--- config.mk ---
export PLATFORM = sky130hd
export DESIGN_NAME = event_packer
export DESIGN_NICKNAME = d
export VERILOG_FILES = /design/src/rtl/event_packer.sv
export SDC_FILE = /design/constraint.sdc
export NUM_CORES = 2
export LEC_CHECK = 0
export BUFFER_PORTS_ARGS = -buffer_cell sky130_fd_sc_hd__buf_4
export CAP_MARGIN = 10
export CORE_MARGIN = 10
export CORE_UTILIZATION = 58
export DETAILED_ROUTE_END_ITERATION = 8
export PLACE_DENSITY = 0.8
export SYNTH_ARGS = -nofsm -noshare
export SYNTH_HDL_FRONTEND = slang
export SYNTH_SLANG_ARGS = --single-unit
--- constraint.sdc ---
create_clock -name clk -period 2.9 [get_ports clk]
set_input_delay 0.435 -clock clk [delete_from_list [all_inputs] [get_ports clk]]
set_output_delay 0.435 -clock clk [all_outputs]
set_load 0.05 [all_outputs]
--- src/rtl/event_packer.sv ---
// Event capture/readout: snapshots the event bus on a trigger rise, stamps it,
// and streams an optional header plus the payload words into a FIFO under backpressure.
module event_packer #(
  parameter int unsigned WORD_W    = 64,
  parameter int unsigned N_WORDS   = 16,
  parameter int unsigned TS_W      = 32,
  parameter int unsigned CNT_W     = 16,
  parameter bit          HEADER_EN = 1'b1
) (
  input  logic                           clk,
  input  logic                           aresetn,
  input  logic                           trigger,
  input  logic [N_WORDS-1:0][WORD_W-1:0] event_i,
  input  logic                           full_i,
  output logic                           wr_en_o,
  output logic [WORD_W-1:0]              din_o,
  output logic                           event_saved,
  output logic                           busy_o,
  output logic [CNT_W-1:0]               dropped_o
);
  localparam int unsigned PTR_W = (N_WORDS > 1) ? $clog2(N_WORDS) : 1;
  localparam int unsigned HDR_W = TS_W + 2 * CNT_W;
  localparam logic [PTR_W-1:0] LAST = PTR_W'(N_WORDS - 1);

  typedef enum logic [1:0] {IDLE, HEADER, PAYLOAD, DONE} state_t;

  state_t                         state, state_nx;
  logic [PTR_W-1:0]               ptr, ptr_nx;
  logic                           trig_s1, trig_s2, trig_d, rise;
  logic [N_WORDS-1:0][WORD_W-1:0] ev_s1, ev_s2, snap;
  logic [TS_W-1:0]                ts, ts_snap;
  logic [CNT_W-1:0]               event_id, dropped, dropped_nx;
  logic [HDR_W-1:0]               hdr_raw;
  logic [WORD_W-1:0]              hdr_word;
  logic                           hdr_wr;

  // Event data runs through the same two stages as the trigger so the snapshot
  // lines up with the edge that produced the rise.
  always_ff @(posedge clk or negedge aresetn) begin
    if (!aresetn) begin
      trig_s1 <= 1'b0;
      trig_s2 <= 1'b0;
      trig_d  <= 1'b0;
      ev_s1   <= '0;
      ev_s2   <= '0;
      ts      <= '0;
    end else begin
      trig_s1 <= trigger;
      trig_s2 <= trig_s1;
      trig_d  <= trig_s2;
      ev_s1   <= event_i;
      ev_s2   <= ev_s1;
      ts      <= ts + TS_W'(1);
    end
  end

  assign rise     = trig_s2 & ~trig_d;
  assign hdr_raw  = {dropped, event_id, ts_snap};
  assign hdr_word = WORD_W'(hdr_raw);

  always_comb begin
    state_nx = state;
    ptr_nx   = ptr;
    wr_en_o  = 1'b0;
    din_o    = '0;
    hdr_wr   = 1'b0;
    unique case (state)
      IDLE: begin
        if (rise) begin
          state_nx = HEADER_EN ? HEADER : PAYLOAD;
          ptr_nx   = '0;
        end
      end
      HEADER: begin
        din_o   = hdr_word;
        wr_en_o = !full_i;
        if (!full_i) begin
          hdr_wr   = 1'b1;
          state_nx = PAYLOAD;
          ptr_nx   = '0;
        end
      end
      PAYLOAD: begin
        din_o   = snap[ptr];
        wr_en_o = !full_i;
        if (!full_i) begin
          if (ptr == LAST) state_nx = DONE;
          else             ptr_nx   = ptr + PTR_W'(1);
        end
      end
      DONE:    state_nx = IDLE;
      default: state_nx = IDLE;
    endcase
  end

  // Header write clears first, so a rise in the same cycle leaves a count of one.
  always_comb begin
    dropped_nx = hdr_wr ? '0 : dropped;
    if (rise && (state != IDLE) && (dropped_nx != '1))
      dropped_nx = dropped_nx + CNT_W'(1);
  end

  always_ff @(posedge clk or negedge aresetn) begin
    if (!aresetn) begin
      state    <= IDLE;
      ptr      <= '0;
      snap     <= '0;
      ts_snap  <= '0;
      event_id <= '0;
      dropped  <= '0;
    end else begin
      state   <= state_nx;
      ptr     <= ptr_nx;
      dropped <= dropped_nx;
      if (state == IDLE && rise) begin
        snap    <= ev_s2;
        ts_snap <= ts;
      end
      if (state == DONE) event_id <= event_id + CNT_W'(1);
    end
  end

  assign event_saved = (state == DONE);
  assign busy_o      = (state != IDLE);
  assign dropped_o   = dropped;

endmodule

==> metrics.md <==
| Metric | Value |
|---|---|
| Run status | complete, but fails checks |
| Failing checks | negative setup slack |
| DR WL met2 | 194,800 um |
| Setup Skew | between 50 and 60 ps |
| Antenna-violating nets left | 0 |
| DP HPWL | 203,300 um |
| Met1 wire length | about 130,000 um |
| Max Slew Vio Count | 0 |
| Worst-path maximum fanout | 15 |
| Critical Path End Type | output port |
| Synth cell types | a little over 50 |
| Synth area leaders | dfrtp_1 78%, mux2_2 12%, mux4_2 2.8% |
| Synth warn | 0 |
| Relative slew margins | 0.3979 |
| Synth Cell Area | 0.1021 mm2 |
| Layout area overhead | 38.14% |
| Final worst slack | -927.9 ps |
| Remaining Overflow, GRT | 0 |
| Post-DR wirelength/cell | approximately 38 um |
| Crit path kind | flip-flop to output port |
| Maximum VDD drop | 0.8734 mV |
| Syn Nets | about 6,500 |
| Crit path required time | roughly 2500 ps |
| Leak pwr | 63.05 nW |
| Port bufs | 1,110 |
| Pin count of the biggest net entering global routing | roughly 100 |
| Cell count after synthesis | roughly 5,500 |
| Final hold vios | 0 |
| Max_cap viols | 0 |
| GRT Util Overall | 0.4008 |
| Power Total | 0.1426 W |
| Worst-Margin Slew | around 900 ps |
| Final period util | 1.320 |
| Pwr Density | between 1000 and 1500 mW/mm2 |
| Final non-filler cell area | between 0.1 and 0.15 mm2 |
| Core Region | roughly 0.17 mm2 |
| Initial drt markers | about 7,300 |
| # DRC | 0 |
| Vias in the first global route | 73,490 |
| Met3 wire len | about 40,000 um |
| Max clock buf depth | 4 |
| Top Ports | roughly 1,100 |
| Worst min path class | input port to flip-flop |
| Cts bufs inserted | 315 |
| DP Area | between 0.1 and 0.15 mm2 |
| Setup violations, final | 65 |
| Routability cong. | approximately 0.92 |
| Max Freq | 261.2 MHz |
| Nets | around 9,000 |
| Initial antenna violation count | 118 |
| Top Layer Used | met5 |
| CTS tree | done |
| Die height | approximately 440 um |
| Area leader, netlist | dfrtp_1 |
| Via density | a little over 6 |
| Clk sink count | 3,177 |
| Minimum clock period | about 3800 ps |
| Setup TNS | -44,550 ps |
| Post-synth top cells | 3,177 x dfrtp_1, 1,056 x mux2_2, 256 x mux2i_1 |
| Fin util | 0.8086 |
| Die area | 0.1932 mm2 |
| CTS clk-pin slew, worst paths | 70 ps |
| Most frequently used flop master after synthesis | dfrtp_1 |
| Post-synth EDFFs | 0 |
| Setup repair after global routing missed its margin | yes |
| Mean Syn Cell Area | ~19 um2 |
| CTS HTree Levels | 5 |
| Crit start category | flip-flop |
| Cell with the most instances after synthesis | dfrtp_1 |
| Initial Utilization | 0.5853 |
| Number of synthesized register bits | roughly 3,200 |
| Seq/Total Area, Yosys | 0.7788 |
| Ys async rst share | 1.000 |
| Top-area cell type share of the netlist area | 0.7788 |
| Die X | ~440 um |
| Drt first pass iters | 6 |
| Share of layout cells above drive strength 1 | 0.4188 |
| Clock Latency Late Sink | 970 ps |
| Drt total wl | 408,000 um |
| CTS root buf | clkbuf_16 |
| # rows | 153 |
| Via count | between 60,000 and 70,000 |
| CP Data Arrival Time | roughly 3400 ps |
| First-pass GRT wire length | 547,200 um |
## stage by stage
step                      instances  setup WS, ps  hold slack (ps)
after floorplan                5498        -152.6            139.4
after global placement         8992        -526.9            331.6
after detailed placement       8992        -561.8            334.7
after CTS                     10630        -781.0            71.55
after global routing          10770        -959.2            101.4
final                         10790        -927.9            110.2
## worst max-delay path, cell delays in order (launching register included)
cell and delay [ps]:
dfrtp_4 520, buf_12 170, buf_16 170, buf_16 170, mux2i_4 200, a21oi_2 390, a32oi_1 260, buf_4 230
o21ai_1 110, buf_6 190
## power by group
part	internal [W]	total [W]	switching, W
registers	0.0532	0.0608	0.00756
logic	0.0191	0.0391	0.0200
clock network	0.0237	0.0427	0.0189
total	0.0961	0.143	0.0465
## sequential cells by signal (all words and copies together) (netlist names)
register   count
dropped_o     16
ts_snap       32
state          2
ev_s2       1024
ts            32
ev_s1       1024
trig_s2        1
ptr            4
snap        1024
trig_s1        1
trig_d         1
event_id      16
## metal layers
| metal | up-vias | GRT usage |
|---|---|---|
| met5 | - | 0 |
| met4 | 56 | 0.3400 |
| li1 | 24630 | - |
| met1 | 34600 | 0.4366 |
| met2 | 5299 | 0.6433 |
| met3 | 2218 | 0.1204 |
## layout make-up
cell class	count	area (um2)
repair buffers	2590	24740
diodes	88	220.2
multi-input cells	2075	23470
flip-flops and latches	3177	79510
clock inverters	85	989.7
inverters	7	28.78
well taps	2325	2909
clock buffers	447	9139
fillers	7224	33380
## path summary, 6_finish.rpt
path                                    from  depth (start not counted)      endpoint  slack [ps]
worst max-delay path                  ptr[1]                          9     din_o[63]        -930
worst min-delay path            event_i[248]                          2    ev_s1[248]         110
worst max register to register      state[1]                          8  dropped_o[4]         -20
worst min register to register    ev_s1[911]                          0    ev_s2[911]         320
max in group asynchronous            aresetn                          3    ev_s1[146]        1350
min in group asynchronous            aresetn                          2    ev_s2[952]         190
## timing repair
| action | in CTS | in global routing |
|---|---|---|
| endpoints found under the setup margin | 65 | 64 |
| setup buffers | 67 | 79 |
| pin swaps | 33 | 71 |
| gates resized for setup | 370 | 269 |
| hold endpoints to repair | 1062 | 0 |
| cloned | 17 | 11 |
| hold buffers | 1027 | 0 |
## cell usage in the layout (no fill, tap or decap), types with 31 or more instances in the layout
| cell | Yosys | final |
|---|---|---|
| clkinv_2 | 0 | 47 |
| nand2_1 | 36 | 35 |
| a32oi_2 | 0 | 31 |
| xnor2_1 | 38 | 38 |
| clkbuf_8 | 0 | 59 |
| a21oi_1 | 62 | 49 |
| buf_6 | 0 | 101 |
| dlygate4sd3_1 | 0 | 1027 |
| dfrtp_1 | 3177 | 3173 |
| nor2b_1 | 71 | 59 |
| mux2i_2 | 0 | 41 |
| diode_2 | 0 | 88 |
| mux2_2 | 1056 | 1056 |
| a22oi_2 | 0 | 37 |
| o21ai_4 | 0 | 31 |
| mux4_2 | 128 | 128 |
| mux2i_1 | 256 | 189 |
| clkbuf_1 | 119 | 65 |
| buf_12 | 0 | 113 |
| buf_4 | 0 | 1283 |
| clkbuf_16 | 0 | 333 |
## cells by family after synthesis
family          count (synthesis)  synth area share
fa+ha+maj                       8         0.0009806
buf+inv                       249           0.01049
xor+xnor                       53          0.004547
mux                          1440            0.1698
simple gates                  220           0.01220
compound gates                351           0.02313
flops                        3177            0.7788
Note: power is estimated with default switching activity, not from simulation.
